<file path="src/rtl/tinyqv_instr_prefetch.sv">
// tinyqv_instr_prefetch
// Instruction prefetch buffer between the TinyQV decoder and the memory
// controller's instruction-fetch port. Owns the fetch PC, issues fetch
// restarts (after reset, jumps, pre-emption and overflow), throttles fetch
// with a stall, and buffers returned halfwords in a circular FIFO.
//
// Ports:
//   clk, rst               clock / asynchronous active-high reset
//   cpu_jump, cpu_jump_addr flush buffer and redirect fetch (addr[23:1])
//   cpu_consume            halfwords taken by the decoder (0..2, 3 -> 2)
//   buf_data               {entry[head+1], entry[head]}, invalid halves read 0
//   buf_count              valid halfwords, 0..DEPTH
//   cpu_pc                 address [23:1] of entry[head]
//   instr_addr             fetch address [23:1] to memory controller
//   instr_fetch_restart    request a fetch start at instr_addr
//   instr_fetch_stall      buffer nearly full, hold fetch
//   instr_fetch_started    memory controller began fetching
//   instr_fetch_stopped    memory controller ended the fetch
//   instr_data, instr_ready returned halfword and its valid strobe
module tinyqv_instr_prefetch #(
  parameter int unsigned DEPTH      = 4,
  parameter logic [22:0] RESET_ADDR = '0,
  localparam int unsigned CW        = $clog2(DEPTH + 1),
  localparam int unsigned PW        = $clog2(DEPTH)
) (
  input  logic          clk,
  input  logic          rst,
  input  logic          cpu_jump,
  input  logic [22:0]   cpu_jump_addr,
  input  logic [1:0]    cpu_consume,
  output logic [31:0]   buf_data,
  output logic [CW-1:0] buf_count,
  output logic [22:0]   cpu_pc,
  output logic [22:0]   instr_addr,
  output logic          instr_fetch_restart,
  output logic          instr_fetch_stall,
  input  logic          instr_fetch_started,
  input  logic          instr_fetch_stopped,
  input  logic [15:0]   instr_data,
  input  logic          instr_ready
);

  localparam logic [CW-1:0] DEPTH_C   = CW'(DEPTH);
  localparam logic [CW-1:0] DEPTH_M1C = CW'(DEPTH - 1);

  typedef enum logic {RESTART, FETCH} state_t;

  state_t        state_q;
  logic [PW-1:0] head_q, tail_q;
  logic [CW-1:0] count_q;
  logic [22:0]   pc_q, addr_q;
  logic [15:0]   mem_q [DEPTH];

  logic [1:0]    consume_req;
  logic [CW-1:0] consume_eff;
  logic [CW-1:0] count_d;
  logic          space, accept, overflow;
  logic [PW-1:0] head_p1;

  always_comb begin
    consume_req = (cpu_consume == 2'd3) ? 2'd2 : cpu_consume;
    consume_eff = (CW'(consume_req) > count_q) ? count_q : CW'(consume_req);
    // A full buffer still accepts when the decoder frees a slot this cycle.
    space       = (count_q < DEPTH_C) || (cpu_consume != 2'd0);
    accept      = !cpu_jump && (state_q == FETCH) && instr_ready && space;
    overflow    = !cpu_jump && (state_q == FETCH) && instr_ready && !space;
    count_d     = count_q - consume_eff + CW'(accept);
    head_p1     = head_q + PW'(1);
  end

  always_ff @(posedge clk or posedge rst) begin
    if (rst) begin
      state_q <= RESTART;
      head_q  <= '0;
      tail_q  <= '0;
      count_q <= '0;
      pc_q    <= RESET_ADDR;
      addr_q  <= RESET_ADDR;
    end else if (cpu_jump) begin
      state_q <= RESTART;
      head_q  <= '0;
      tail_q  <= '0;
      count_q <= '0;
      pc_q    <= cpu_jump_addr;
      addr_q  <= cpu_jump_addr;
    end else begin
      if (accept) begin
        tail_q <= tail_q + PW'(1);
        addr_q <= addr_q + 23'd1;
      end
      head_q  <= head_q + PW'(consume_eff);
      pc_q    <= pc_q + 23'(consume_eff);
      count_q <= count_d;
      // A dropped halfword forces a restart so its address is refetched.
      if (instr_fetch_stopped || overflow)
        state_q <= RESTART;
      else if (state_q == RESTART && instr_fetch_started)
        state_q <= FETCH;
    end
  end

  // Storage needs no reset: entries are only visible while counted valid.
  always_ff @(posedge clk) begin
    if (accept)
      mem_q[tail_q] <= instr_data;
  end

  always_comb begin
    buf_data[15:0]      = (count_q >= CW'(1)) ? mem_q[head_q]  : '0;
    buf_data[31:16]     = (count_q >= CW'(2)) ? mem_q[head_p1] : '0;
    buf_count           = count_q;
    cpu_pc              = pc_q;
    instr_addr          = addr_q;
    instr_fetch_restart = (state_q == RESTART);
    instr_fetch_stall   = (state_q == FETCH) && (count_q >= DEPTH_M1C);
  end

endmodule

</file>
<file path="config.mk">
export PLATFORM = sky130hd
export DESIGN_NAME = tinyqv_instr_prefetch
export DESIGN_NICKNAME = d
export VERILOG_FILES = /design/src/rtl/tinyqv_instr_prefetch.sv
export SDC_FILE = /design/constraint.sdc
export NUM_CORES = 1
export LEC_CHECK = 0
export CAP_MARGIN = 20
export CORE_ASPECT_RATIO = 0.75
export CORE_MARGIN = 2
export CORE_UTILIZATION = 45
export DETAILED_ROUTE_END_ITERATION = 16
export PLACE_DENSITY = 0.72
export SETUP_SLACK_MARGIN = 0.1
export SLEW_MARGIN = 20
export SYNTH_ARGS = -nofsm -noshare
export SYNTH_HDL_FRONTEND = slang
export SYNTH_SLANG_ARGS = --single-unit
</file>
<file path="constraint.sdc">
create_clock -name clk -period 3.7 [get_ports clk]
set_clock_uncertainty 0.15 [all_clocks]
set_input_delay 1.11 -clock clk [delete_from_list [all_inputs] [get_ports clk]]
set_output_delay 1.11 -clock clk [all_outputs]
set_load 0.005 [all_outputs]
</file>
; ---- After elaboration in Yosys (flattened, before gate mapping)
; Memory sizes are Yosys's and may differ from the RTL's.
; Cells that the tools add are included.
[totals]
in_bits = 47
memories = 1
mem_bits_rw = 64
register_bits = 54
[op_classes]
eq_ne = 1
n_bitwise = 1
reduce_logical = 13
magnitude_cmp = 5
add_sub_neg = 7
mux = 16
[memory_table]
columns = name, depth, word_bits, read_ports, rd_clocked_by_memory_dff, write_ports, line
row1 = mem_q, 4, 16, 2, 0, 1, 52  ; logic [15:0] mem_q [DEPTH];
[op_table]
columns = operator, count
row1 = 23-bit 2-to-1 mux, 3
row2 = 16-bit 2-to-1 mux, 2
row3 = 23-bit by 1-bit adder with 23-bit output (second input constant), 1
row4 = 23-bit by 3-bit adder with 23-bit output, 1
row5 = 2-bit 2-to-1 mux, 4
row6 = 3-bit by 2-bit >= comparator with 1-bit output (second input constant), 2
row7 = 1-bit logical AND, 6
row8 = 3-bit 2-to-1 mux, 2
row9 = 1-bit 2-to-1 mux, 5
row10 = 2-bit by 1-bit adder with 2-bit output (second input constant), 2
row11 = 2-bit nonzero test, 2
row12 = 3-bit by 1-bit adder with 3-bit output, 1
row13 = 3-bit by 1-bit >= comparator with 1-bit output (second input constant), 1
row14 = 2-bit by 3-bit greater-than comparator with 1-bit output, 1
row15 = 3-bit < comparator (second input constant), 1
row16 = 3-bit nonzero test, 1
row17 = 3-bit subtractor, 1
row18 = 2-bit adder, 1
row19 = 2-bit == test (second input constant), 1
row20 = 1-bit logical NOT, 2
row21 = 1-bit logical OR, 2
row22 = 1-bit inverter, 1

; ---- Logic depth before layout (Yosys ltp)
[depth]
depth_word = 7
mapped_depth = 13

; ---- Least setup slack after synthesis
; OpenSTA, ideal clock, no wires.
[synth_timing]
kind = input to register
from = input cpu_consume[1]
to = register pc_q[10], in the netlist cpu_pc[10]
setup_slack_ns = -0.115
required_time_ns = 3.425
n_path_buf = 1
stages = 12
arrival_time_ns = 3.541
setup_time_ns = 0.125
cell_sequence = clkbuf_1 -> ha_1 -> nor2b_1 -> o21ai_0 -> mux2i_1 -> inv_1 -> fa_1 -> a21o_1 -> nand4_1 -> nor2_1 -> xor2_1 -> mux2_2
[synth_between]
elab_chain_cells = 6
[synth_lines]
columns = element, line
row1 = "start, declared", 30  ; input logic [1:0] cpu_consume,
row2 = 2-bit == test, 61  ; consume_req = (cpu_consume == 2'd3) ? 2'd2 : cpu_consume;
row3 = 2-bit 2-to-1 mux (*), 61
row4 = 2-bit by 3-bit greater-than comparator with 1-bit output, 62  ; consume_eff = (CW'(consume_req) > count_q) ? count_q : CW'(consume_req);
row5 = 3-bit 2-to-1 mux (*), 62
row6 = 23-bit by 3-bit adder with 23-bit output (*), 92  ; pc_q <= pc_q + 23'(consume_eff);
row7 = 23-bit 2-to-1 mux (*), 79  ; end else if (cpu_jump) begin
row8 = "end signal, assigned", 84  ; pc_q <= cpu_jump_addr;
row9 = "end signal, assigned", 92
row10 = "end, declared", 51  ; logic [22:0] pc_q, addr_q;
; Every way passes the cells marked *; elsewhere a longest branch is shown, timed or not.
; A chain may end at the register's enable or synchronous reset.

; ---- Worst setup path after layout
[layout_timing]
from = register head_q[1]
to = output buf_data[6]
[layout_between]
elab_chain_cells = 2
[layout_lines]
columns = element, line
row1 = "start, declared", 49  ; logic [PW-1:0] head_q, tail_q;
row2 = "start signal, assigned", 91  ; head_q <= head_q + PW'(consume_eff);
row3 = memory read 4 x 16 bit, n/a
row4 = 16-bit 2-to-1 mux, 109  ; buf_data[15:0] = (count_q >= CW'(1)) ? mem_q[head_q] : '0;
row5 = "end, declared", 31  ; output logic [31:0] buf_data,
; Every way passes these cells.

==> impl_metrics.json <==
{
  "reg2reg_from": "buf_count[1]$_DFF_PP0_",
  "worstPathArrival_ps": 2220,
  "syn_avg_cell_area_sq_um": 13.0,
  "setup_viol": 0,
  "antenna_found_initial": 0,
  "vias_per_cell": 5.51,
  "post-route-cell-area_sq_um": 8420,
  "synthCells": 467,
  "grt_most_used_layer": "met1",
  "setup_ws_ps": 222,
  "clockBufferDepth": 2,
  "synth_top_cell_area_share_pct": 31.7,
  "status": "completed",
  "min_period_ps": 3480,
  "pwr_density_cell_nw_per_um2": 626,
  "crit_type": "flop to primary output",
  "clk_pin_slew_ps": 60,
  "ant_nets": 0,
  "area_delta_synth_final_pct": 39.1,
  "worstMarginPinSlew_ps": 890,
  "cp-start-kind": "flop",
  "hold_path.class": "flop to flop",
  "worstHoldStart": "instr_addr[19]$_DFFE_PP0P_",
  "vias": 4427,
  "rsz0062_at_grt": "no",
  "cts_sinks": 118,
  "synthArstFlopShare_pct": 45.8,
  "synthesis.nets": 530,
  "grt_use_met1_pct": 33.4,
  "hold_end": "instr_addr[19]$_DFFE_PP0P_",
  "synth_edf_count": 64,
  "port_buffers": 129,
  "drive_gt1_share_pct": 19.8,
  "peakVddDrop_v": 0.000463,
  "place.gp.congestion": 0.869,
  "max_freq_mhz": 288,
  "clock_latency_ps": 420,
  "io_pins": 130,
  "dpl_cell_area_sq_um": 7670,
  "grt_use_met2_pct": 33.2,
  "diodes": 0,
  "cp_max_fo": 24,
  "ys.flop_type": "edfxtp_1",
  "num_rows": 36,
  "synth_top_cell_by_area": "edfxtp_1",
  "design.core.area_sq_um": 13100,
  "die_y_microns": 104,
  "leakage_uw": 0.00311,
  "cts_hold_buf": 0,
  "r2r_cells": 14,
  "slew_headroom_pct": 40.6,
  "maxCapViolations": 0,
  "cts_tree": "yes",
  "dp_hpwl_microns": 11000,
  "cts-buffers-inserted": 17,
  "ys_seq_elements": 118,
  "grt_use_met3_pct": 4.58,
  "grt_max_degree": 49,
  "drv_slew": 0,
  "syn-cell-area_sq_um": 6050,
  "dp_slack_ps": -660,
  "grt_pass1_wl_microns": 24200,
  "first_pass_iters": 5,
  "wire_per_inst_microns": 19.3,
  "fin_tns_setup_ps": 0,
  "fp.dieW_microns": 138,
  "track_usage_pct": 22.5,
  "fin_crit_sh_pct": 94.0,
  "drt_iter0_markers": 421,
  "overflow": 0,
  "synth_cell_types": 49,
  "min_path_cells": 1,
  "report.final.hold_viol_count": 0,
  "r2r_slack_ps": 460,
  "r2r_end": "buf_count[2]$_DFF_PP0_",
  "dieArea_sq_um": 14400,
  "ys_seq_area_share_pct": 54.1,
  "route.detailed.drc": 0,
  "cts.htree.levels": 4,
  "cp-end-kind": "primary output",
  "yosys-top-cells-area": "edfxtp_1 (32%), dfrtp_1 (22%), mux4_2 (12%)",
  "first_global_vias": 4356,
  "initial_core_util_pct": 46.4,
  "wl_microns": 15500,
  "nNetsFinal": 682,
  "root_buffer": "clkbuf_16",
  "fill_cells": 990,
  "critPathRequiredTime_ps": 2440,
  "ys_warn_count": 0
}
==> stage by stage <==
| step | instances | util, % | total power [uW] | hold slack (ps) |
|---|---|---|---|---|
| after global routing | 803 | 64.5 | 5520 | 442 |
| after detailed placement | 768 | 58.7 | 3410 | 399 |
| after CTS | 803 | 64.2 | 5280 | 405 |
| after floorplan | 467 | - | 2530 | 361 |
| after global placement | 768 | 58.7 | 3380 | 391 |
| final | 803 | 64.5 | 5270 | 399 |
==> cells in the mapped netlist (6+ instances only) <==
| cell | count |
|---|---|
| xor2_1 | 16 |
| edfxtp_1 | 64 |
| dfrtp_1 | 54 |
| nand3_1 | 22 |
| nand2_1 | 37 |
| xnor2_1 | 14 |
| o21ai_0 | 10 |
| and3_1 | 11 |
| ha_1 | 14 |
| a21oi_1 | 6 |
| clkbuf_1 | 12 |
| mux2_2 | 6 |
| nor2_1 | 15 |
| mux4_2 | 32 |
| nor2b_1 | 35 |
| buf_2 | 7 |
| nand4_1 | 14 |
| o211ai_1 | 9 |
| nor3_1 | 6 |
| o21ai_1 | 16 |
| inv_1 | 15 |
==> power breakdown <==
group / internal (uW) / switching, uW
sequential: 1480 / 161
combinational: 1060 / 720
clock: 1250 / 588
total: 3800 / 1470
==> worst max-delay path by stage <==
stage / from / end / slack [ps] / cells past startpoint
2_1_floorplan: cpu_consume[1] / cpu_pc[10]$_DFF_PP0_ / 100 / 12
3_3_place_gp: cpu_consume[1] / cpu_pc[11]$_DFF_PP0_ / -540 / 12
3_5_place_dp: cpu_consume[1] / cpu_pc[19]$_DFF_PP0_ / -660 / 12
4_1_cts: head_q[0]$_DFF_PP0_ / buf_data[22] / 100 / 4
5_1_grt: cpu_consume[1] / cpu_pc[14]$_DFF_PP0_ / 110 / 13
6_report: head_q[1]$_DFF_PP0_ / buf_data[6] / 220 / 4
==> metal layers <==
metal / wire [microns] / vias to the layer above / share of wire, %
met4: 238 / 0 / 1.5
met3: 880 / 20 / 5.7
met1: 7020 / 2208 / 45
met2: 7380 / 136 / 48
li1: - / 2063 / -
met5: 0 / - / 0
==> sequential cells by signal, summed over array words and instances, names as in the netlist <==
register and count:
mem_q 64, cpu_pc 23, instr_addr 23, buf_count 3, head_q 2, tail_q 2
state_q 1
==> critical path: stages (launching register included) <==
cell and delay, ps:
dfrtp_4 430, buf_12 220, mux4_2 540, nor2b_1 150, clkdlybuf4s50_1 450
==> layout make-up <==
| type | count | area [sq um] | share of cell area [%] |
|---|---|---|---|
| Sequential cell | 118 | 3280 | 38.9 |
| Tap cell | 171 | 214 | 2.54 |
| Clock buffer | 17 | 425 | 5.05 |
| Clock inverter | 15 | 234 | 2.78 |
| Inverter | 16 | 60.1 | 0.713 |
| Timing Repair Buffer | 154 | 1500 | 17.8 |
| Multi-Input combinational cell | 312 | 2710 | 32.1 |
==> placed cells by master (no fill, tap or decap), types with 15 or more instances in the layout <==
cell / n
edfxtp_1: 64
nor2b_1: 35
buf_4: 22
nand2_1: 37
xor2_1: 16
clkdlybuf4s50_1: 127
nand3_1: 22
dfrtp_1: 52
clkbuf_16: 17
mux4_2: 32
nor2_1: 15
o21ai_1: 16
==> repair_timing <==
action                     in CTS  in global routing
setup endpoints to repair      43                 34
pin swaps                       3                  7
buffers inserted                3                  0
resized for setup              10                  9
==> logic make-up (layout without fill, tap and decap cells) <==
family | Yosys count | count (layout) | synth area share (%)
AND/OR/NAND/NOR | 165 | 165 | 15.8
adder cells (fa/ha/maj) | 16 | 16 | 3.55
multiplexers | 41 | 41 | 13.5
flip-flops | 118 | 118 | 54.1
other | 1 | 1 | 0.0619
AO/OA/AOI/OAI | 59 | 59 | 6.10
XOR/XNOR | 30 | 30 | 4.34
buffers and inverters | 37 | 202 | 2.56
No activity file was read; power rests on OpenSTA's default activity.
